`config.mk`:
```
export PLATFORM = sky130hd
export DESIGN_NAME = seq_multiplier
export DESIGN_NICKNAME = d
export VERILOG_FILES = /design/src/rtl/seq_multiplier.sv
export SDC_FILE = /design/constraint.sdc
export NUM_CORES = 1
export LEC_CHECK = 0
export CAP_MARGIN = 20
export CORE_MARGIN = 5
export CORE_UTILIZATION = 50
export CTS_CLUSTER_DIAMETER = 200
export CTS_CLUSTER_SIZE = 16
export DETAILED_ROUTE_END_ITERATION = 16
export PLACE_DENSITY = 0.83
export SYNTH_ARGS = -nofsm -noshare
export SYNTH_HDL_FRONTEND = slang
export SYNTH_SLANG_ARGS = --single-unit
```
`constraint.sdc`:
```
create_clock -name clk -period 2.6 [get_ports clk]
set_clock_uncertainty 0.05 [all_clocks]
set_input_delay 0.39 -clock clk [delete_from_list [all_inputs] [get_ports clk]]
set_output_delay 0.39 -clock clk [all_outputs]
set_load 0.1 [all_outputs]
```
`src/rtl/seq_multiplier.sv`:
```
// seq_multiplier: shift-add multiplier, one multiplier bit per clock.
// Operands are captured with start, reduced to magnitudes, multiplied
// unsigned over WIDTH cycles, and the product is negated at the end when the
// operand signs differed (signed mode only).
//
// Handshake: start is accepted on any rising edge where busy=0 (IDLE or
// DONE); busy is high for exactly WIDTH cycles while the product is being
// formed; done is a one-cycle pulse in the cycle after the last CALC cycle,
// and product holds its value from that pulse until the next done.
module seq_multiplier #(
  parameter int WIDTH = 8
) (
  input  logic                 clk,
  input  logic                 rst_n,
  input  logic                 start,
  input  logic                 signed_mode,
  input  logic [WIDTH-1:0]     a,
  input  logic [WIDTH-1:0]     b,
  output logic                 busy,
  output logic                 done,
  output logic [2*WIDTH-1:0]   product,
  output logic [1:0]           dbg_state
);

  localparam int CW = (WIDTH > 1) ? $clog2(WIDTH) : 1;

  typedef enum logic [1:0] {
    S_IDLE = 2'd0,
    S_CALC = 2'd1,
    S_DONE = 2'd2
  } state_e;

  state_e               state_q, state_d;
  logic [WIDTH-1:0]     mcand_q, mcand_d;
  logic [WIDTH-1:0]     mplier_q, mplier_d;
  logic [2*WIDTH:0]     acc_q, acc_d;
  logic [CW-1:0]        cnt_q, cnt_d;
  logic                 neg_q, neg_d;
  logic [2*WIDTH-1:0]   product_q, product_d;

  logic                 accept;
  logic [WIDTH-1:0]     a_mag, b_mag;
  logic [WIDTH:0]       sum;
  logic [2*WIDTH:0]     acc_shifted;
  logic [2*WIDTH-1:0]   prod_mag;

  // A new operation can start whenever no multiply is in flight.
  assign accept = start && (state_q != S_CALC);

  // Operand magnitudes and one shift-add step of the accumulator.
  always_comb begin
    a_mag       = (signed_mode && a[WIDTH-1]) ? (-a) : a;
    b_mag       = (signed_mode && b[WIDTH-1]) ? (-b) : b;
    sum         = acc_q[2*WIDTH:WIDTH] + (mplier_q[0] ? {1'b0, mcand_q} : '0);
    acc_shifted = {sum, acc_q[WIDTH-1:0]} >> 1;
    prod_mag    = acc_shifted[2*WIDTH-1:0];
  end

  // State register.
  always_ff @(posedge clk or negedge rst_n) begin
    if (!rst_n) begin
      state_q <= S_IDLE;
    end else begin
      state_q <= state_d;
    end
  end

  // Next-state logic.
  always_comb begin
    state_d = state_q;
    case (state_q)
      S_IDLE:  if (start) state_d = S_CALC;
      S_CALC:  if (cnt_q == '0) state_d = S_DONE;
      S_DONE:  state_d = start ? S_CALC : S_IDLE;
      default: state_d = S_IDLE;
    endcase
  end

  // Datapath next-state: capture on accept, iterate in CALC, load product on the last step.
  always_comb begin
    mcand_d   = mcand_q;
    mplier_d  = mplier_q;
    acc_d     = acc_q;
    cnt_d     = cnt_q;
    neg_d     = neg_q;
    product_d = product_q;
    if (accept) begin
      mcand_d  = a_mag;
      mplier_d = b_mag;
      neg_d    = signed_mode & (a[WIDTH-1] ^ b[WIDTH-1]);
      acc_d    = '0;
      cnt_d    = CW'(WIDTH - 1);
    end else if (state_q == S_CALC) begin
      acc_d    = acc_shifted;
      mplier_d = mplier_q >> 1;
      if (cnt_q == '0) begin
        product_d = neg_q ? (-prod_mag) : prod_mag;
      end else begin
        cnt_d = cnt_q - CW'(1);
      end
    end
  end

  // Datapath registers; reset clears everything, aborting any operation.
  always_ff @(posedge clk or negedge rst_n) begin
    if (!rst_n) begin
      mcand_q   <= '0;
      mplier_q  <= '0;
      acc_q     <= '0;
      cnt_q     <= '0;
      neg_q     <= 1'b0;
      product_q <= '0;
    end else begin
      mcand_q   <= mcand_d;
      mplier_q  <= mplier_d;
      acc_q     <= acc_d;
      cnt_q     <= cnt_d;
      neg_q     <= neg_d;
      product_q <= product_d;
    end
  end

  // Outputs decoded from registered state only.
  always_comb begin
    busy      = (state_q == S_CALC);
    done      = (state_q == S_DONE);
    product   = product_q;
    dbg_state = state_q;
  end

endmodule

```
Word-level counts from Yosys, hierarchy flattened
Cells that the tools add are included.

word-level totals
  input bits = 20
  register bits = 55
  output and inout bits = 20

cells by class
  bitwise gates (word level) = 3
  equality and inequality tests = 6
  mux-type cells = 15
  $add $sub $neg = 5
  reduce and logical (&&, ||, !) cells = 9

operators with widths
  cell                                                                      count
  8-bit two-way mux                                                         5
  17-bit two-way mux                                                        2
  16-bit two-way mux                                                        1
  16-bit negator                                                            1
  8-bit negator                                                             2
  9-bit by 8-bit adder with 9-bit output                                    1
  3-bit two-way mux                                                         3
  2-bit case mux with 3 select lines                                        1
  2-bit two-way mux                                                         2
  2-bit by 1-bit inequality test with 1-bit output (second input constant)  2
  2-bit inequality test (second input constant)                             2
  2-bit AND reduction                                                       2
  1-bit logical AND                                                         3
  3-bit zero test                                                           1
  3-bit AND reduction                                                       1
  3-bit by 1-bit subtractor with 3-bit output (second input constant)       1
  2-bit by 1-bit == test with 1-bit output (second input constant)          1
  2-bit == test (second input constant)                                     1
  2-bit zero test                                                           1
  2-bit nonzero test                                                        1
  1-bit AND                                                                 1
  1-bit two-way mux                                                         1
  1-bit NOT                                                                 1
  1-bit XOR                                                                 1

Depth between registers and ports, before layout
Gate-level depths: netlist (run 1).

  depth after elaboration = 4
  mapped depth = 9
  mapped depth without buffers = 9

Least setup slack after synthesis (run 1)
OpenSTA, ideal clock, no wires.

  path type = flip-flop to output port
  start = register state_q[0] (netlist: dbg_state[0])
  end = output busy
  stages on the path, launching flop included = 5
  path buffers = 2
  data required time = 2160 ps
  data arrival time = 2603 ps
  setup slack = -443 ps
  cell sequence = dfrtp_1 > nand2b_1 > inv_1 > clkbuf_1 > buf_1

between the ends
  word-level cells in the longest chain between the ends = 1

ends and longest elaborated chain
  item                                      RTL line  source
  start: declaration                        33        state_e state_q, state_d;
  start signal: assignment                  64        state_q <= state_d;
  2-bit by 1-bit == test with 1-bit output  125       busy = (state_q == S_CALC);
  end: declaration                          19        output logic busy,

No other way between the ends.

Worst setup path in the final report (run 1)
  start = register mplier_q[0]
  end = register product_q[15] (netlist: product[15])

between the ends
  word-level cells in the longest chain between the ends = 4

ends and longest elaborated chain
  item                                        RTL line  source
  start: declaration                          35        logic [WIDTH-1:0] mplier_q, mplier_d;
  start signal: assignment                    115       mplier_q <= mplier_d;
  8-bit two-way mux (*)                       54        sum = acc_q[2*WIDTH:WIDTH] + (mplier_q[0] ? {1'b0, mcand_q} : '0);
  9-bit by 8-bit adder with 9-bit output (*)  54
  16-bit negator                              97        product_d = neg_q ? (-prod_mag) : prod_mag;
  16-bit two-way mux (*)                      97
  end signal: assignment                      119       product_q <= product_d;
  end: declaration                            39        logic [2*WIDTH-1:0] product_q, product_d;

Mark *: on every way between the ends. The rest lies on a longest branch, timed or not.
A chain may end at the register's enable or synchronous reset.

==> qor.csv, run 1 <==
stage;metric;value;unit
clock_tree;path_clk_slew;90;ps
sta;timing_hold_violations_final;0;
global_routing;grt_pass1_vias;2433;
die;fp-row-count;28;
synth;ys_seq_elements;53;
placement;gp_congestion;0.8589;
critical_path;cp_data_required_time;2740;ps
sta;rsz0062_at_grt;true;
sta;fin_crit;2617;ps
global_routing;top_usage_layer;met2;
detailed_routing;drt_iter0_drc;190;
critical_path;worstReg2RegEnd;product[15];
critical_path;reg2reg_slack;-20;ps
placement;dpl_cell_area;3641;µm²
critical_path;arrival;2760;ps
global_routing;grt_overflow;0;
global_routing;antenna_found_initial;0;
power_and_ir_drop;ir_drop;0.9691;mV
power_and_ir_drop;power.leakage;1.770;nW
critical_path;start_kind;flip-flop;
critical_path;criticalPathCategory;reg2reg;
clock_tree;cts-root-buf;clkbuf_8;
die;die_y;88.35;µm
critical_path;worstPathMaxFanout;4;
synth;ys.flop_type;dfrtp_1;
synth;yosysWarnings;0;
sta;fin_ws;-16.82;ps
global_routing;met2_usage;29.91;%
synth;netlist_area;3069;µm²
sta;relSlewSlack;57.61;%
critical_path;crit_path_top_delay_cell;dfrtp_1;
sta;setup_violations;2;
sta;fin_crit_sh;100.6;%
detailed_routing;ant_nets;0;
placement;port_buffers;39;
critical_path;rr_worst_depth;9;
global_routing;grt_pass1_wl;10.98;mm
synth;synth_edf_count;0;
detailed_routing;wl;6.848;mm
die;die-area;7805;µm²
clock_tree;clockBufferDepth;2;
finish;drive_gt1_share;19.46;%
placement;hpwl;4.715;mm
synth;synthesis.instances;349;
power_and_ir_drop;power;0.005268;W
critical_path;cpPeakStageDelay;400;ps
synth;yosysSeqAreaShare;43.21;%
global_routing;grtUsageMet1;23.10;%
global_routing;grt_max_degree;54;
finish;final_cell_area;3867;µm²
status;violations;setup timing;
sta;drv_slew;0;
critical_path;setup.worst_path.end_class;flip-flop;
global_routing;gr-usage-all-layers;17.85;%
die;io_pins;40;
worst_hold_path;hp-class;in2async;
synth;async_flop_share;100.0;%
critical_path;critPathLaunch;mplier_q[0];
die;die_w;88.35;µm
detailed_routing;vias;2626;
detailed_routing;wl_per_cell;14.24;µm
die;core_area;5956;µm²
sta;tightestPinTransition;635.9;ps
global_routing;grt_use_met3;2.886;%
detailed_routing;via_per_inst;5.459;
critical_path;critPathCapture;product[15];
finish;finalNetCount;439;
detailed_routing;drt_first_pass_iters;4;
sta;fmax;0.3821;GHz
synth;ys_types;48;
finish;n_antenna_cell;0;
clock_tree;htree_num_levels;2;
clock_tree;cts_sinks;53;
finish;syn_to_final_growth;26.01;%
critical_path;rr_startpoint;mplier_q[0];
clock_tree;cts_tree;built;
power_and_ir_drop;p_per_area;1362;nW/µm²
clock_tree;insertion_delay;310;ps
clock_tree;cts_buffers;5;
synth;avgSynthCellArea;8.794;µm²
status;status;finished with violations;
synth;syn_nets;383;
sta;hold-worst-slack;7.458;ps
detailed_routing;drcViolationCount;0;
die;initial_core_util;51.53;%
critical_path;cp_cell_sequence;and2_1, ha_2, fa_2, a21o_1, a21oi_2, xnor2_2, o41ai_4, mux2i_1, a2111o_1;
run;drv_cap;0;
==> placed cells by master (no fill, tap or decap), types with 2 or more instances in the layout <==
master and count:
mux2i_1 4, a21o_1 4, inv_1 11, ha_4 2, o211ai_1 2, o21ai_1 2, xnor2_2 2, nand3_1 9
buf_12 2, o31ai_1 6, nor2_1 14, dfrtp_1 53, nand2_1 70, xor2_1 14, and2_1 9, nor2b_1 3
ha_1 10, buf_4 43, o21ai_0 50, xnor2_1 9, or3_1 4, nor3_1 6, clkdlybuf4s50_1 18, clkbuf_8 7
a21oi_1 14, xor2_2 2
==> kinds of logic (layout without fill, tap and decap cells) <==
| kind of cell | after synthesis | count (layout) | synth area share [%] |
|---|---|---|---|
| fa+ha+maj | 14 | 14 | 5.952 |
| mux | 4 | 4 | 1.305 |
| simple gates | 130 | 130 | 19.65 |
| flops | 53 | 53 | 43.21 |
| compound gates | 95 | 95 | 19.00 |
| buf+inv | 26 | 83 | 3.180 |
| xor+xnor | 27 | 27 | 7.705 |
==> critical path: cells and delay by family, from the launching register on <==
family	cells	cell delay [ps]
fa+ha+maj	2	530
simple gates	1	150
compound gates	4	1120
mux	1	120
flops	1	400
xor+xnor	1	140
==> registers in the layout, indices dropped and copies added (netlist names) <==
register   cells
product       16
acc_q         15
mcand_q        8
mplier_q       8
cnt_q          3
dbg_state      2
neg_q          1
==> metrics by stage <==
| stage | std cells | TNS (ps) | worst slack (ps) | util, % |
|---|---|---|---|---|
| after floorplan | 349 | -78.47 | -78.47 | - |
| after global placement | 469 | 0 | 26.35 | 61.13 |
| after CTS | 478 | 0 | 3.111 | 63.40 |
| final | 481 | -17.63 | -16.82 | 64.94 |
| after detailed placement | 469 | -44.10 | -24.34 | 61.13 |
| after global routing | 481 | -359.6 | -137.0 | 64.94 |
==> timing repair <==
action	CTS	global route
hold buffers	0	0
pin swaps	4	6
buffers inserted	1	3
resized for setup	6	11
endpoints found under the setup margin	3	4
hold endpoints to repair	0	0
==> cells in the mapped netlist, types with 2 or more instances <==
cell type   n  area share [%]
inv_1      11             1.3
dfrtp_1    53              43
nand3_1     9             1.5
or3_1       4            0.82
xor2_1     16             4.6
a211oi_1    2            0.49
ha_1       13             5.3
mux2i_1     4             1.3
xnor2_1    11             3.1
nor2b_1     4            0.82
clkbuf_1   14             1.7
o211ai_1    2            0.49
and2_1      9             1.8
o21ai_0    53             8.6
nand2_1    70             8.6
nor3_1      6            0.98
a21oi_1    15             2.4
a21o_1      4            0.98
nor2_1     15             1.8
o31ai_1     6             1.5
==> worst min-delay path by stage <==
stage | end | cells after the start | slack, ps | start
after floorplan | acc_q[10] | 0 | 40 | rst_n
after global placement | acc_q[5] | 2 | 350 | rst_n
after detailed placement | acc_q[7] | 2 | 360 | rst_n
after CTS | product[6] | 2 | 10 | rst_n
after global routing | acc_q[7] | 2 | 20 | rst_n
final | acc_q[7] | 2 | 7 | rst_n
==> report_power, final <==
part	total [W]	internal, W	leakage (nW)	switching [W]
Clock	0.000514	0.000246	0.0549	0.000268
Combinational	0.00331	0.00113	1.04	0.00217
Sequential	0.00145	0.00117	0.676	0.000275
==> per-layer routing <==
metal,part of all wire [%],vias to the layer above
li1,-,1317
met1,45,1210
met2,47,87
met3,5.7,12
met4,2.2,0
met5,0,-
==> layout make-up <==
| type | count | area, µm² |
|---|---|---|
| fillers | 501 | 2088 |
| multi-input cells | 270 | 1753 |
| flip-flops and latches | 53 | 1326 |
| repair buffers | 64 | 548.0 |
| clock buffers | 7 | 96.34 |
| well taps | 75 | 93.84 |
| inverters | 11 | 41.29 |
| clock inverters | 1 | 8.758 |
No activity file was read; power rests on OpenSTA's default activity.
==> inputs of run 2 (changes only) <==
- ABC_AREA: not set -> 1
==> run 2 against run 1 <==
The flow now finishes without violations. Combinational power is 5% lower. Hold slack better by 430 ps. Clock-buffer cell count is 2 lower. Sequential cell count stayed put. Die area is 3.1% higher. Routed wire length is 1.3% lower. Design area is 4.3% lower. Core utilization is 6.0 points lower. Synthesized area is 3.5% higher. Fmax is 12% higher. Clock power is 9.3% lower. Sequential power hardly changed. Critical path type unchanged. Highest routed layer unchanged.
==> qor.csv, run 2 <==
stage;metric;value;unit;change
synth;ys_seq_elements;53;;unchanged
critical_path;arrival;2500;ps;-260 ps
placement;port_buffers;39;;unchanged
finish;post-route-util;58.94;%;-6.0 points
sta;fmax;0.4272;GHz;+12%
synth;synth_most_common_cell;nand2_1;;
sta;fin_crit;2341;ps;-276.1 ps
detailed_routing;drt_iter0_drc;81;;-57%
detailed_routing;wl_per_cell;12.78;µm;-10%
synth;syn_nets;444;;+16%
die;die_w;89.73;µm;+1.6%
global_routing;grt_pass1_wl;11.87;mm;+8.1%
synth;ys.flop_type;dfrtp_1;;
power_and_ir_drop;power.leakage;1.925;nW;+8.8%
detailed_routing;drcViolationCount;0;;unchanged
sta;fin_ws;259.3;ps;+276.1 ps
worst_hold_path;hp-class;reg2reg;;
synth;yosysSeqAreaShare;41.73;%;-1.5 points
synth;avgSynthCellArea;7.751;µm²;-12%
global_routing;antenna_found_initial;0;;unchanged
synth;synthesis.instances;410;;+17%
clock_tree;cts_sinks;53;;unchanged
die;initial_core_util;50.63;%;-0.91 points
synth;ys_types;30;;-38%
placement;pre_cts_ws;245.4;ps;+269.7 ps
critical_path;path_delay_family;simple AND/OR/NAND/NOR gates;;
run;drv_cap;0;;unchanged
placement;gp_congestion;0.9012;;+4.9%
detailed_routing;vias;2744;;+4.5%
placement;hpwl;5.288;mm;+12%
clock_tree;cts-root-buf;clkbuf_8;;
sta;setup_tns;0;ps;+17.63 ps
critical_path;worstReg2RegEnd;product[15];;
synth;synth_common_cells;nand2_1, inv_1, dfrtp_1, o21ai_0, nand3_1;;
critical_path;critPathBufInv;2;;+2
clock_tree;cts_buffers;5;;unchanged
detailed_routing;drt_first_pass_iters;4;;unchanged
clock_tree;cts_tree;built;;
synth;async_flop_share;100.0;%;unchanged
global_routing;grt_overflow;0;;unchanged
synth;synth_edf_count;0;;unchanged
clock_tree;insertion_delay;310;ps;about the same
global_routing;gr-usage-all-layers;17.10;%;-0.75 points
detailed_routing;ant_nets;0;;unchanged
finish;syn_to_final_growth;16.42;%;
critical_path;criticalPathCategory;reg2reg;;
synth;synth_top_area_cell;dfrtp_1;;
finish;largest_reg_flops;16;;unchanged
critical_path;cp_cell_sequence;nand2_1, inv_1, ha_1, fa_1, inv_1, nand2_1, nor2_1, nand3_1, nor2_4, nand3_2, nand2_2, nand3_1, nand3_1, nand2_1;;
critical_path;reg2reg_slack;260;ps;+280 ps
critical_path;rr_startpoint;mplier_q[0];;
critical_path;worstPathMaxFanout;9;;+5
critical_path;cpPeakStageDelay;480;ps;+80 ps
critical_path;start_kind;flip-flop;;
sta;timing_hold_violations_final;0;;unchanged
status;status;completed;;
sta;tightestPinTransition;665.4;ps;+29.57 ps
sta;setup_violations;0;;-2
worst_hold_path;min-delay-start;product[14];;
sta;rsz0062_at_grt;false;;
die;die_y;89.73;µm;+1.6%
detailed_routing;via_per_inst;5.187;;-5.0%
power_and_ir_drop;ir_drop;1.017;mV;+4.9%
global_routing;grt_max_degree;28;;-48%
global_routing;grt_pass1_vias;2769;;+14%
critical_path;cp_data_required_time;2760;ps;+20 ps
die;fp-row-count;29;;+3.6%
clock_tree;htree_num_levels;2;;unchanged
die;io_pins;40;;unchanged
die;die-area;8051;µm²;+3.1%
finish;layout_common_cells;nand2_1, inv_1, dfrtp_1;;
detailed_routing;wl;6.759;mm;-1.3%
finish;drive_gt1_share;13.94;%;-5.5 points
clock_tree;path_clk_slew;90;ps;about the same
clock_tree;clockBufferDepth;2;;unchanged
die;core_area;6277;µm²;+5.4%
finish;finalNetCount;485;;+10%
critical_path;rr_worst_depth;14;;+5
critical_path;crit_path_top_delay_cell;fa_1;;
sta;fin_crit_sh;90.03;%;-11 points
critical_path;setup.worst_path.end_class;flip-flop;;
sta;drv_slew;0;;unchanged
synth;netlist_top_cells_area;dfrtp_1, nand2_1, o21ai_0, inv_1, ha_1;;
synth;yosysTopAreaCellShare;41.73;%;-1.5 points
sta;relSlewSlack;55.59;%;-2.0 points
finish;n_antenna_cell;0;;unchanged
finish;layout_commonest_cell;nand2_1;;
synth;netlist_area;3178;µm²;+3.5%
power_and_ir_drop;p_per_area;1367;nW/µm²;+0.32%
worst_hold_path;hold_end;product[14];;
worst_hold_path;hold_depth;2;;
synth;yosysWarnings;0;;unchanged
[run 2: changes by cell type after synthesis, sizes merged, moves of 5 or more]
cell    delta
clkbuf     -9
and2       -9
xnor2      -6
or3        -5
buf        +5
o21ai      -6
inv       +50
o22ai      +6
nand3     +23
nor2       +6
nand2     +48
[run 2: worst max path at each step]
stage / startpoint / end / slack [ps] / cells after the start
detailed placement: mplier_q[0] / product[14] / 250 / 14
floorplan: dbg_state[0] / product[2] / 180 / 6
global route: mplier_q[0] / product[14] / 50 / 14
CTS: mplier_q[0] / product[14] / 230 / 14
global placement: mplier_q[0] / product[14] / 310 / 14
finish: mplier_q[0] / product[15] / 260 / 14
[run 2: what timing repair did]
item,CTS,global route
buffers inserted,0,0
gates resized for setup,0,1
hold buffers,1,0
endpoints found under the hold margin,14,0
setup endpoints to repair,0,2
[run 2: where the power goes]
group          leakage (nW)  switching [W]  internal [W]
clock network        0.0445       0.000274      0.000192
registers             0.675       0.000256       0.00118
logic                  1.21        0.00227      0.000879
total                  1.93        0.00280       0.00225
[run 2: per-layer routing]
| metal | vias up | GRT usage (%) | wire (µm) |
|---|---|---|---|
| met1 | 1283 | 20.59 | 2986 |
| met4 | 0 | 4.534 | 73 |
| met3 | 8 | 4.007 | 295 |
| met2 | 50 | 30.43 | 3404 |
| li1 | 1403 | - | - |
| met5 | - | 0 | 0 |
[run 2: logic make-up (layout without fill, tap and decap cells)]
family,count (synthesis),count (layout),synth area share (%)
buffers and inverters,72,114,8.819
flip-flops,53,53,41.73
AO/OA/AOI/OAI,74,74,12.72
adder cells (fa/ha/maj),14,14,5.748
AND/OR/NAND/NOR,178,178,25.51
XOR/XNOR,19,19,5.473
[run 2: per-stage QoR]
step	instances	instance area [µm²]	total power (W)	hold WS, ps
2_1_floorplan	410	3181	0.003914	44.41
3_3_place_gp	520	3598	0.004491	330.5
3_5_place_dp	520	3598	0.004604	334.7
4_1_cts	529	3699	0.005081	445.3
5_1_grt	529	3700	0.005448	459.3
6_report	529	3700	0.005056	439.8
[run 2: worst register-to-register path, stage by stage, from the launching register on]
cell and delay, ps:
dfrtp_2 470, nand2_1 70, inv_1 40, ha_1 210, fa_1 480, inv_1 110
nand2_1 70, nor2_1 100, nand3_1 130, nor2_4 120, nand3_2 100, nand2_2 80
nand3_1 70, nand3_1 90, nand2_1 50
[run 2: final cells by class]
type                            count  area, µm²
Clock buffer                        5      68.82
Clock inverter                      3      21.27
Fill cell                         603       2577
Inverter                           61      229.0
Multi-Input combinational cell    285       1574
Sequential cell                    53       1328
Tap cell                           77      96.34
Timing Repair Buffer               45      382.9
==> inputs of run 3 (changes only) <==
- CELL_PAD_IN_SITES_DETAIL_PLACEMENT: not set -> 1
- CELL_PAD_IN_SITES_GLOBAL_PLACEMENT: not set -> 1
- CORE_UTILIZATION: 50 -> 37
- MAX_ROUTING_LAYER: not set -> met4
==> run 3 against run 2 <==
Critical path type unchanged. Clock-buffer cell count stayed put. Final cell count is 4.9% higher. Highest routed layer unchanged. Sequential power hardly changed.
==> qor.csv, run 3 (synthesis gave the netlist of run 2 again) <==
stage;metric;value;unit;change
die;die_y;102.7;µm;+14%
critical_path;rr_worst_depth;14;;unchanged
sta;timing_hold_violations_final;0;;unchanged
finish;n_antenna_cell;0;;unchanged
clock_tree;postCtsSetupRepairBufs;0;;unchanged
power_and_ir_drop;p_sw_share;55.97;%;+0.50 points
placement;port_buffers;39;;unchanged
sta;relSlewSlack;54.29;%;-1.3 points
power_and_ir_drop;p_seq_share;28.3;%;about the same
clock_tree;clockBufferDepth;2;;unchanged
clock_tree;path_clk_slew;100;ps;about the same
critical_path;arrival;2540;ps;+40 ps
critical_path;start_kind;flip-flop;;
status;status;completed;;
power_and_ir_drop;p_per_area;1371;nW/µm²;+0.31%
clock_tree;cts-root-buf;clkbuf_8;;
global_routing;grt_pass1_wl;13.23;mm;+11%
sta;setup_violations;0;;unchanged
global_routing;grt_max_degree;54;;+93%
clock_tree;htree_num_levels;2;;unchanged
placement;gp_congestion;0.8866;;-1.6%
sta;setup_tns;0;ps;unchanged
global_routing;grt_overflow;0;;unchanged
run;drv_cap;0;;unchanged
clock_tree;insertion_delay;310;ps;about the same
sta;fin_crit;2382;ps;+41.68 ps
detailed_routing;wl_per_cell;13.55;µm;+6.0%
die;io_pins;40;;unchanged
detailed_routing;wl;7.519;mm;+11%
critical_path;cpPeakStageDelay;490;ps;about the same
die;fp-row-count;33;;+14%
placement;hpwl;5.880;mm;+11%
power_and_ir_drop;power_frac_comb;62.3;%;about the same
finish;syn_to_final_growth;17.01;%;
die;initial_core_util;38.29;%;-12 points
critical_path;cp_cell_sequence;nand2_1, inv_1, ha_1, fa_1, inv_1, nand2_1, nor2_1, nand3_1, nor2_4, nand3_2, nand2_2, nand3_1, nand3_1, nand2_1;;
die;core_area;8299;µm²;+32%
clock_tree;cts_tree;built;;
detailed_routing;vias;2790;;+1.7%
finish;layout_commonest_cell;nand2_1;;
sta;drv_slew;0;;unchanged
global_routing;antenna_found_initial;0;;unchanged
finish;drive_gt1_share;13.78;%;-0.16 points
power_and_ir_drop;ir_drop;0.3737;mV;-63%
detailed_routing;drt_first_pass_iters;4;;unchanged
finish;n_fill_cell;1042;;+73%
detailed_routing;drcViolationCount;0;;unchanged
critical_path;criticalPathCategory;reg2reg;;
critical_path;worstPathMaxFanout;9;;unchanged
die;die_w;102.7;µm;+14%
detailed_routing;ant_nets;0;;unchanged
global_routing;grt_pass1_vias;2926;;+5.7%
sta;rsz0062_at_grt;false;;
clock_tree;cts_sinks;53;;unchanged
power_and_ir_drop;power.leakage;1.920;nW;-0.27%
power_and_ir_drop;switchingPower;0.002853;W;+1.7%
die;die-area;10540;µm²;+31%
finish;finalNetCount;483;;-0.41%
sta;hold-worst-slack;129.7;ps;-310.0 ps
clock_tree;cts_buffers;5;;unchanged
power_and_ir_drop;p_clk_share;9.4;%;+0.2 points
power_and_ir_drop;p_int;0.002244;W;-0.30%
worst_hold_path;hp-class;in2async;;
sta;fin_crit_sh;91.63;%;+1.6 points
critical_path;crit_path_top_delay_cell;fa_1;;
global_routing;gr-usage-all-layers;16.02;%;-1.1 points
detailed_routing;via_per_inst;5.027;;-3.1%
sta;fmax;0.4197;GHz;-1.7%
critical_path;cp_data_required_time;2760;ps;about the same
finish;largest_reg_flops;16;;unchanged
critical_path;setup.worst_path.end_class;flip-flop;;
finish;layout_common_cells;nand2_1, inv_1, dfrtp_1;;
detailed_routing;drt_iter0_drc;46;;-43%
sta;tightestPinTransition;685.7;ps;+20.27 ps
run 3: cell types whose count changed in the layout (fill, tap and decap cells not counted), sizes merged:
cell         change
buf              -1
clkinv           +2
inv              -1
clkinvlp         -1
dlygate4sd3      -1
run 3: area by class of cell:
class / instances / area [µm²] / area share [%]
clock inverter: 3 / 22.52 / 0.6057
clock buffer: 5 / 68.82 / 1.851
tap: 105 / 131.4 / 3.533
multi-input combinational: 285 / 1574 / 42.33
sequential: 53 / 1328 / 35.70
inverter: 61 / 229.0 / 6.157
timing repair buffer: 43 / 365.4 / 9.825
run 3: per-stage QoR:
step	utilization [%]	instances	power [W]	setup slack, ps	area [µm²]
final	44.81	555	0.005097	217.6	3719
after global routing	44.81	555	0.005529	5.585	3719
after CTS	44.79	555	0.005166	152.1	3717
after detailed placement	43.69	547	0.004671	174.0	3626
after global placement	43.69	547	0.004547	288.3	3626
after floorplan	-	410	0.003914	176.8	3181
run 3: worst max-delay path, delay by kind of cell (launching register included):
kind | cells | cell delay, ps
fa+ha+maj | 2 | 710
flops | 1 | 470
simple gates | 10 | 930
buf+inv | 2 | 160
run 3: layer usage:
layer | wire, µm | GRT usage, % | up-vias
met5 | 0 | - | -
met1 | 3553 | 20.03 | 1346
met2 | 3626 | 27.21 | 43
li1 | - | - | 1395
met3 | 277 | 3.045 | 6
met4 | 61 | 3.027 | 0
run 3: power by group through the flow:
stage	Clock, W	Sequential (W)	Combinational, W
2_1_floorplan	0	0.00225	0.00167
3_3_place_gp	0	0.00144	0.00311
3_5_place_dp	0	0.00146	0.00321
4_1_cts	0.000498	0.00145	0.00322
5_1_grt	0.000530	0.00149	0.00351
6_report	0.000479	0.00144	0.00317
run 3: final timing paths:
kind,startpoint,end,slack (ps)
worst max-delay path,mplier_q[0],product[15],220
min in group clk,product[15],product[15],440
worst min-delay path,rst_n,product[11],130
worst max register to register,mplier_q[0],product[15],220
worst min register to register,product[15],product[15],440
max in group asynchronous,rst_n,mplier_q[0],1840
run 3: what timing repair did:
action | in CTS | in global routing
resized for setup | 0 | 1
hold buffers | 0 | 0
setup endpoints to repair | 0 | 4
